## config.mk

```make
export PLATFORM = sky130hd
export DESIGN_NAME = branch_resolve_unit
export DESIGN_NICKNAME = d
export VERILOG_FILES = /design/src/rtl/branch_resolve_unit.sv
export SDC_FILE = /design/constraint.sdc
export NUM_CORES = 1
export LEC_CHECK = 0
export ABC_AREA = 1
export CAP_MARGIN = 25
export CORE_MARGIN = 8
export CORE_UTILIZATION = 35
export CTS_CLUSTER_SIZE = 12
export DETAILED_ROUTE_END_ITERATION = 7
export PLACE_DENSITY = 0.74
export SKIP_LAST_GASP = 1
export SYNTH_ARGS = -nofsm -noshare
export SYNTH_HDL_FRONTEND = slang
export SYNTH_SLANG_ARGS = --single-unit
```

## constraint.sdc

```tcl
create_clock -name i_clk -period 1.6 [get_ports i_clk]
set_input_delay 0.32 -clock i_clk [delete_from_list [all_inputs] [get_ports i_clk]]
set_output_delay 0.32 -clock i_clk [all_outputs]
set_load 0.02 [all_outputs]
```

## src/rtl/branch_resolve_unit.sv

```systemverilog
// branch_resolve_unit: resolves conditional branches using the shared signed
// comparator, registers the decision and target, and holds flush for
// FLUSH_CYCLES cycles after a taken branch.
// Optional feature macro: BRANCH_UNSIGNED_EN (enables BLTU/BGEU through MSB inversion).
module branch_resolve_unit #(
    parameter int XLEN         = 32,
    parameter int FLUSH_CYCLES = 2
) (
    input  logic            i_clk,
    input  logic            i_rst,
    input  logic            i_in_valid,
    output logic            o_in_ready,
    input  logic [XLEN-1:0] i_pc,
    input  logic [XLEN-1:0] i_imm,
    input  logic [XLEN-1:0] i_rs1,
    input  logic [XLEN-1:0] i_rs2,
    input  logic [2:0]      i_funct3,
    output logic [XLEN-1:0] o_cmp_a,
    output logic [XLEN-1:0] o_cmp_b,
    output logic [2:0]      o_cmp_oper,
    input  logic            i_cmp_val,
    output logic            o_res_valid,
    output logic            o_redirect,
    output logic [XLEN-1:0] o_target,
    output logic            o_flush,
    output logic            o_illegal
);

    typedef enum logic {
        ST_IDLE  = 1'b0,
        ST_FLUSH = 1'b1
    } state_t;

    localparam logic [3:0] CNT_LOAD = 4'(FLUSH_CYCLES - 1);

    state_t          r_state;
    logic [3:0]      r_cnt;
    logic            r_res_valid;
    logic            r_redirect;
    logic            r_illegal;
    logic [XLEN-1:0] r_target;

    logic            w_legal;
    logic [2:0]      w_oper;
    logic [XLEN-1:0] w_a;
    logic [XLEN-1:0] w_b;
    logic            w_accept;
    logic            w_taken;

    // Decode funct3 into a comparator operation; unsigned kinds bias both MSBs.
    always_comb begin
        w_legal = 1'b0;
        w_oper  = 3'b000;
        w_a     = i_rs1;
        w_b     = i_rs2;
        case (i_funct3)
            3'b000: begin w_legal = 1'b1; w_oper = 3'b000; end
            3'b001: begin w_legal = 1'b1; w_oper = 3'b001; end
            3'b100: begin w_legal = 1'b1; w_oper = 3'b010; end
            3'b101: begin w_legal = 1'b1; w_oper = 3'b101; end
`ifdef BRANCH_UNSIGNED_EN
            3'b110: begin
                w_legal = 1'b1;
                w_oper  = 3'b010;
                w_a     = {~i_rs1[XLEN-1], i_rs1[XLEN-2:0]};
                w_b     = {~i_rs2[XLEN-1], i_rs2[XLEN-2:0]};
            end
            3'b111: begin
                w_legal = 1'b1;
                w_oper  = 3'b101;
                w_a     = {~i_rs1[XLEN-1], i_rs1[XLEN-2:0]};
                w_b     = {~i_rs2[XLEN-1], i_rs2[XLEN-2:0]};
            end
`endif
            default: begin w_legal = 1'b0; w_oper = 3'b000; end
        endcase
    end

    assign w_accept = i_in_valid && (r_state == ST_IDLE);
    assign w_taken  = w_accept && w_legal && i_cmp_val;

    // Resolution state machine: registers result pulses, target and flush count.
    always_ff @(posedge i_clk or posedge i_rst) begin
        if (i_rst) begin
            r_state     <= ST_IDLE;
            r_cnt       <= 4'd0;
            r_res_valid <= 1'b0;
            r_redirect  <= 1'b0;
            r_illegal   <= 1'b0;
            r_target    <= '0;
        end else begin
            r_res_valid <= w_accept;
            r_redirect  <= w_taken;
            r_illegal   <= w_accept && !w_legal;
            if (w_taken) begin
                r_target <= i_pc + i_imm;
            end
            case (r_state)
                ST_IDLE: begin
                    if (w_taken) begin
                        r_state <= ST_FLUSH;
                        r_cnt   <= CNT_LOAD;
                    end
                end
                ST_FLUSH: begin
                    if (r_cnt == 4'd0) begin
                        r_state <= ST_IDLE;
                    end else begin
                        r_cnt <= r_cnt - 4'd1;
                    end
                end
                default: r_state <= ST_IDLE;
            endcase
        end
    end

    assign o_in_ready  = (r_state == ST_IDLE);
    assign o_flush     = (r_state == ST_FLUSH);
    assign o_cmp_a     = w_a;
    assign o_cmp_b     = w_b;
    assign o_cmp_oper  = w_oper;
    assign o_res_valid = r_res_valid;
    assign o_redirect  = r_redirect;
    assign o_illegal   = r_illegal;
    assign o_target    = r_target;

endmodule
```

==> results of run 1 <==
[power groups by stage]
stage | Clock, mW | Combinational (mW) | Sequential, mW
6_report | 1.17 | 3.76 | 1.74
3_3_place_gp | 0 | 3.44 | 1.76
4_1_cts | 1.19 | 3.59 | 1.75
3_5_place_dp | 0 | 3.47 | 1.77
2_1_floorplan | 0 | 1.47 | 2.27
5_1_grt | 1.23 | 4.09 | 1.81
[cell type report]
| class | instances | area (sq um) | share of cell area |
|---|---|---|---|
| Sequential cell | 40 | 1000 | 0.147 |
| Inverter | 122 | 458 | 0.0672 |
| Clock inverter | 3 | 46.3 | 0.00680 |
| Clock buffer | 5 | 125 | 0.0184 |
| Tap cell | 168 | 210 | 0.0309 |
| Timing Repair Buffer | 184 | 1610 | 0.236 |
| Multi-Input combinational cell | 476 | 3360 | 0.494 |
[worst max path at each step]
stage | from | to | slack, ns | depth (start not counted)
final | i_imm[10] | o_target[22]$_DFFE_PP0P_ | 0.02 | 12
after global routing | i_imm[9] | o_target[26]$_DFFE_PP0P_ | -0.08 | 14
after global placement | i_imm[2] | o_target[27]$_DFFE_PP0P_ | -0.64 | 11
after floorplan | i_pc[2] | o_target[29]$_DFFE_PP0P_ | -0.002 | 11
after detailed placement | i_imm[9] | o_target[20]$_DFFE_PP0P_ | -0.65 | 12
after CTS | i_imm[7] | o_target[20]$_DFFE_PP0P_ | -0.04 | 14
[critical path, delay by kind of cell]
| kind | cells | cell delay, ns |
|---|---|---|
| buf+inv | 1 | 0.27 |
| simple gates | 10 | 0.85 |
| fa+ha+maj | 1 | 0.32 |
[synthesized netlist by cell type (all sizes together)]
cell type	n	area share
xnor2	14	0.028
nand3	48	0.060
o21ai	17	0.020
nand4	4	0.0057
buf	68	0.12
clkbuf	3	0.0026
xor2	1	0.0020
ha	32	0.092
nand2	274	0.24
nor2	45	0.043
a21o	1	0.0017
nor3	4	0.0046
dfrtp	40	0.23
a31oi	1	0.0014
inv	121	0.10
nand3b	3	0.0052
and2	1	0.0014
or2	1	0.0014
clkinv	1	0.00086
o211ai	1	0.0017
o21bai	3	0.0052
fa	1	0.0046
o22ai	1	0.0014
a21oi	24	0.028
[metrics by stage]
step	cell area (sq um)	power (mW)	hold slack, ns	std cells
after detailed placement	5650	5.24	0.464	975
after global routing	6810	7.13	0.337	998
after floorplan	4400	3.74	0.440	709
final	6810	6.68	0.330	998
after CTS	6380	6.54	0.402	995
after global placement	5650	5.20	0.454	975
[metal layers]
metal,up-vias,GRT usage,routed length (um)
li1,2341,-,-
met1,2174,0.209,6180
met2,178,0.293,7190
met3,37,0.0200,809
met4,0,0.0552,292
met5,-,0,0
[logic make-up after synthesis]
family,Yosys count
and+or+nand+nor,380
buffers and inverters,193
DFF,40
adders and majority gates,33
xor gates and xnor gates,15
AOI/OAI and AO/OA,48
[timing repair]
item | in CTS | in global routing
pin swaps | 57 | 58
setup endpoints to repair | 44 | 45
setup buffers | 12 | 4
gates resized for setup | 169 | 189
hold buffers | 0 | 0
[state kept, by name, summed over array words and instances, names as in the netlist]
name         cells
o_target        32
r_cnt            4
o_illegal        1
o_res_valid      1
o_redirect       1
o_flush          1
==> impl_metrics.tcl, run 1 <==
set metrics [dict create \
    core_area_sq_um 12100 \
    final_common_cell "nand2_1" \
    path_clk_slew_ns 0.06 \
    layout_common_cells "199 x nand2_1, 112 x inv_1, 69 x buf_4, 61 x nand2_2, 43 x dlygate4sd2_1" \
    post-route-util 0.562 \
    drc 0 \
    r2r_cells 6 \
    powerDensity_nw_per_um2 980 \
    reg2reg_to "r_cnt[3]$_DFFE_PP0P_" \
    slew_viol_final 0 \
    sw_frac_of_total 0.417 \
    p_leak_nw 3.74 \
    outcome "completed" \
    synth_fa_ha_area_frac 0.0964 \
    cp-end-kind "register" \
    yosys_warnings 0 \
    grt_pass1_wl_um 22400 \
    synth_cells 709 \
    antenna_left 0 \
    rr_startpoint "r_cnt[0]$_DFFE_PP0P_" \
    critPathKind "in -> reg" \
    clk_path_buf_depth 2 \
    overflow 0 \
    rows 40 \
    area_growth_pct 56.2 \
    initial_utilization 0.360 \
    synth_top_family_by_area "simple AND/OR/NAND/NOR gates" \
    diodes 0 \
    cpMaxStageDelayCell "ha_4" \
    grt.total_usage 0.168 \
    synthXorXnorAreaFrac 0.0301 \
    max_slew_margin 0.778 \
    setup_viol 0 \
    nFillCells 1120 \
    die_h_um 128 \
    grt_max_degree 41 \
    period_share 0.989 \
    root_buffer "clkbuf_16" \
    via_count 4730 \
    fin_ws_ns 0.0184 \
    cp.arrival_ns 1.76 \
    yosys.area_share.simple 0.361 \
    drive_above_1_share 0.348 \
    synth_nets 877 \
    whs_path_depth 4 \
    io_pins 239 \
    combPwrFrac 0.564 \
    p_int_mw 3.89 \
    power_frac_seq 0.261 \
    synth_compound_area_frac 0.0585 \
    port_buffers 110 \
    antenna_found_initial 0 \
    cts_buffers 5 \
    post-place-ws_ns -0.653 \
    drt-wirelength-per-cell_um 14.5 \
    dieArea_sq_um 16300 \
    ys_seq_area_frac 0.229 \
    grt_pass1_vias 4731 \
    hold_path_class "in -> reg" \
    hold_viol_final 0 \
    maxCapViolations 0 \
    fin_skew_ns 0.00530 \
    tightestPinTransition_ns 0.332 \
    clk_latency_ns 0.29 \
    pwr-share-clk 0.175 \
    clock-sinks 40 \
    fin_crit_ns 1.58 \
    fin_setup_tns_ns 0 \
    holdPathEnd "o_target[0]$_DFFE_PP0P_" \
    cp.required_ns 1.77 \
    final_nets 997 \
    switching_power_mw 2.79 \
    synth.avg_cell_area_sq_um 6.15 \
    synthMuxAreaShare 0 \
    dpl.hpwl_um 10700 \
    fmax_ghz 0.632 \
    postRouteWirelength_um 14500 \
    holdCritStartpoint "i_imm[0]" \
    crit_top_cell "nand2_1" \
    yosysUniqueCellTypes 32 \
    crit_chain "dlygate4sd2_1 -> ha_4 -> nand2_4 -> nor2_4 -> and2_4 -> nand2_2 -> nand2_4 -> nand2_2 -> nand2_1 -> nand2_1 -> nand3_1 -> nand2_1" \
    netlist_area_sq_um 4360 \
    path_max_fanout 4 \
    cts_max_level 2 \
    cts_tree "done" \
    rsz0062_at_grt "true" \
    initialDrtViolationCount 346 \
    slowest_delay_ns 0.32 \
    start_kind "input port" \
    rrSetupSlack_ns 0.18 \
    ir_drop_mv 0.467 \
    vias_per_cell 4.74 \
    ys_seq_elements 40 \
    gp_congestion 0.933 \
    firstDrtPassIters 5 \
    fp.dieW_um 128 \
]
Power figures use the tool's default switching activity.
==> run 2: changes to the inputs <==
--- a/config.mk
+++ b/config.mk
@@ -7,10 +7,10 @@
 export LEC_CHECK = 0
 export ABC_AREA = 1
 export CAP_MARGIN = 25
-export CORE_MARGIN = 8
 export CORE_UTILIZATION = 35
 export CTS_CLUSTER_SIZE = 12
 export DETAILED_ROUTE_END_ITERATION = 7
+export GPL_ROUTABILITY_DRIVEN = 0
 export PLACE_DENSITY = 0.74
 export SKIP_LAST_GASP = 1
 export SYNTH_ARGS = -nofsm -noshare
==> impl_metrics.tcl, run 2 (synthesis gave the netlist of run 1 again) <==
set metrics [dict create \
    cp.arrival_ns 1.80 \
    ir_drop_mv 0.404 \
    clk_path_buf_depth 2 \
    final_cells 993 \
    fin_crit_ns 1.63 \
    fin_skew_ns 0.00355 \
    drive_above_1_share 0.335 \
    reg2reg_to "r_cnt[3]$_DFFE_PP0P_" \
    core_area_sq_um 12100 \
    clk_latency_ns 0.28 \
    period_share 1.02 \
    post-place-ws_ns -0.656 \
    drc 0 \
    holdPathEnd "o_target[0]$_DFFE_PP0P_" \
    area_growth_pct 56.0 \
    grt.total_usage 0.202 \
    hold_viol_final 0 \
    violations "negative setup slack" \
    setup_viol 5 \
    slew_viol_final 0 \
    cp.required_ns 1.78 \
    layout_common_cells "196 x nand2_1, 110 x inv_1, 65 x buf_4, 62 x nand2_2, 40 x dfrtp_1" \
    final_common_cell "nand2_1" \
    outcome "complete, but fails checks" \
    tightestPinTransition_ns 0.323 \
    diodes 0 \
    critPathKind "in -> reg" \
    io_pins 239 \
    rr_startpoint "r_cnt[0]$_DFFE_PP0P_" \
    maxCapViolations 0 \
    antenna_left 0 \
    start_kind "input port" \
    port_buffers 110 \
    powerDensity_nw_per_um2 962 \
    post-route-util 0.564 \
    hold_path_class "in -> reg" \
    max_slew_margin 0.784 \
    final_nets 993 \
    grt_pass1_vias 4554 \
    cts_max_level 2 \
    rrSetupSlack_ns 0.12 \
    rsz0062_at_grt "true" \
    antenna_found_initial 0 \
    die_h_um 114 \
    cp-end-kind "register" \
    largest_register_ffs 32 \
    fin_setup_tns_ns -0.0675 \
    root_buffer "clkbuf_16" \
    via_count 4766 \
    overflow 0 \
    fp.dieW_um 114 \
    dieArea_sq_um 12900 \
    rows 40 \
    drt-wirelength-per-cell_um 14.0 \
    initialDrtViolationCount 330 \
    grt_max_degree 41 \
    postRouteWirelength_um 13900 \
    cts_tree "done" \
    fin_ws_ns -0.0255 \
    clock-sinks 40 \
    fmax_ghz 0.615 \
    vias_per_cell 4.80 \
    holdCritStartpoint "i_imm[0]" \
    cts_buffers 5 \
    path_clk_slew_ns 0.06 \
    whs_path_depth 4 \
    grt_pass1_wl_um 20900 \
    hold_ws_ns 0.336 \
    dpl.cell_count 970 \
    initial_utilization 0.362 \
    r2r_cells 6 \
    path_max_fanout 4 \
    p_leak_nw 3.62 \
    firstDrtPassIters 5 \
    dpl.hpwl_um 9830 \
]
## run 2: stage by stage
step                cell area (sq um)  power [mW]
floorplan                        4400        3.74
global placement                 5620        5.12
detailed placement               5620        5.18
CTS                              6250        6.31
global route                     6800        6.95
finish                           6800        6.54
## run 2: layout make-up
type	instances	area (sq um)
flip-flops and latches	40	1000
repair buffers	180	1610
clock buffers	5	125
clock inverters	2	12.5
fillers	1037	5260
multi-input cells	476	3380
well taps	168	210
inverters	122	458
## run 2: worst max-delay path: stages
cell,delay [ns]
clkdlybuf4s15_1,0.21
ha_4,0.35
nand2_4,0.09
nor2_4,0.12
nand3_1,0.11
nand2_2,0.10
nand2_1,0.07
nand2_2,0.13
nand2_1,0.08
nand2_1,0.06
nand2_1,0.04
nand3_1,0.07
nand2_1,0.05
## run 2: metal layers
| layer | wire, um | vias up | track usage |
|---|---|---|---|
| met1 | 5810 | 2164 | 0.259 |
| met2 | 6570 | 220 | 0.341 |
| li1 | - | 2327 | - |
| met3 | 1040 | 55 | 0.0356 |
| met5 | 0 | - | 0 |
| met4 | 510 | 0 | 0.0754 |
## run 2: timing repair
item	in CTS	in global routing
resized for setup	156	185
hold buffers	0	0
setup buffers	6	10
pin swaps	50	78
endpoints found under the setup margin	34	39
## run 2: worst max-delay path by stage
stage               startpoint                  endpoint  slack, ns
floorplan              i_pc[2]  o_target[29]$_DFFE_PP0P_     -0.002
global placement      i_pc[11]  o_target[24]$_DFFE_PP0P_      -0.61
detailed placement    i_pc[11]  o_target[24]$_DFFE_PP0P_      -0.66
CTS                   i_imm[0]  o_target[24]$_DFFE_PP0P_      -0.03
global route         i_imm[11]  o_target[21]$_DFFE_PP0P_       -0.1
finish                i_imm[5]  o_target[23]$_DFFE_PP0P_      -0.03
## run 2: report_power, final
| part | switching (mW) | internal, mW | leakage, nW |
|---|---|---|---|
| Combinational | 2.09 | 1.75 | 3.06 |
| Clock | 0.386 | 0.565 | 0.0657 |
| Sequential | 0.266 | 1.49 | 0.497 |
| Total | 2.74 | 3.80 | 3.62 |
==> run 3: changes to the inputs <==
--- a/config.mk
+++ b/config.mk
@@ -8,7 +8,7 @@
 export ABC_AREA = 1
 export CAP_MARGIN = 25
 export CORE_UTILIZATION = 35
-export CTS_CLUSTER_SIZE = 12
+export CTS_CLUSTER_SIZE = 10
 export DETAILED_ROUTE_END_ITERATION = 7
 export GPL_ROUTABILITY_DRIVEN = 0
 export PLACE_DENSITY = 0.74
==> results of run 3 <==
Final layout, timing and power as in run 2 (identical DEF).
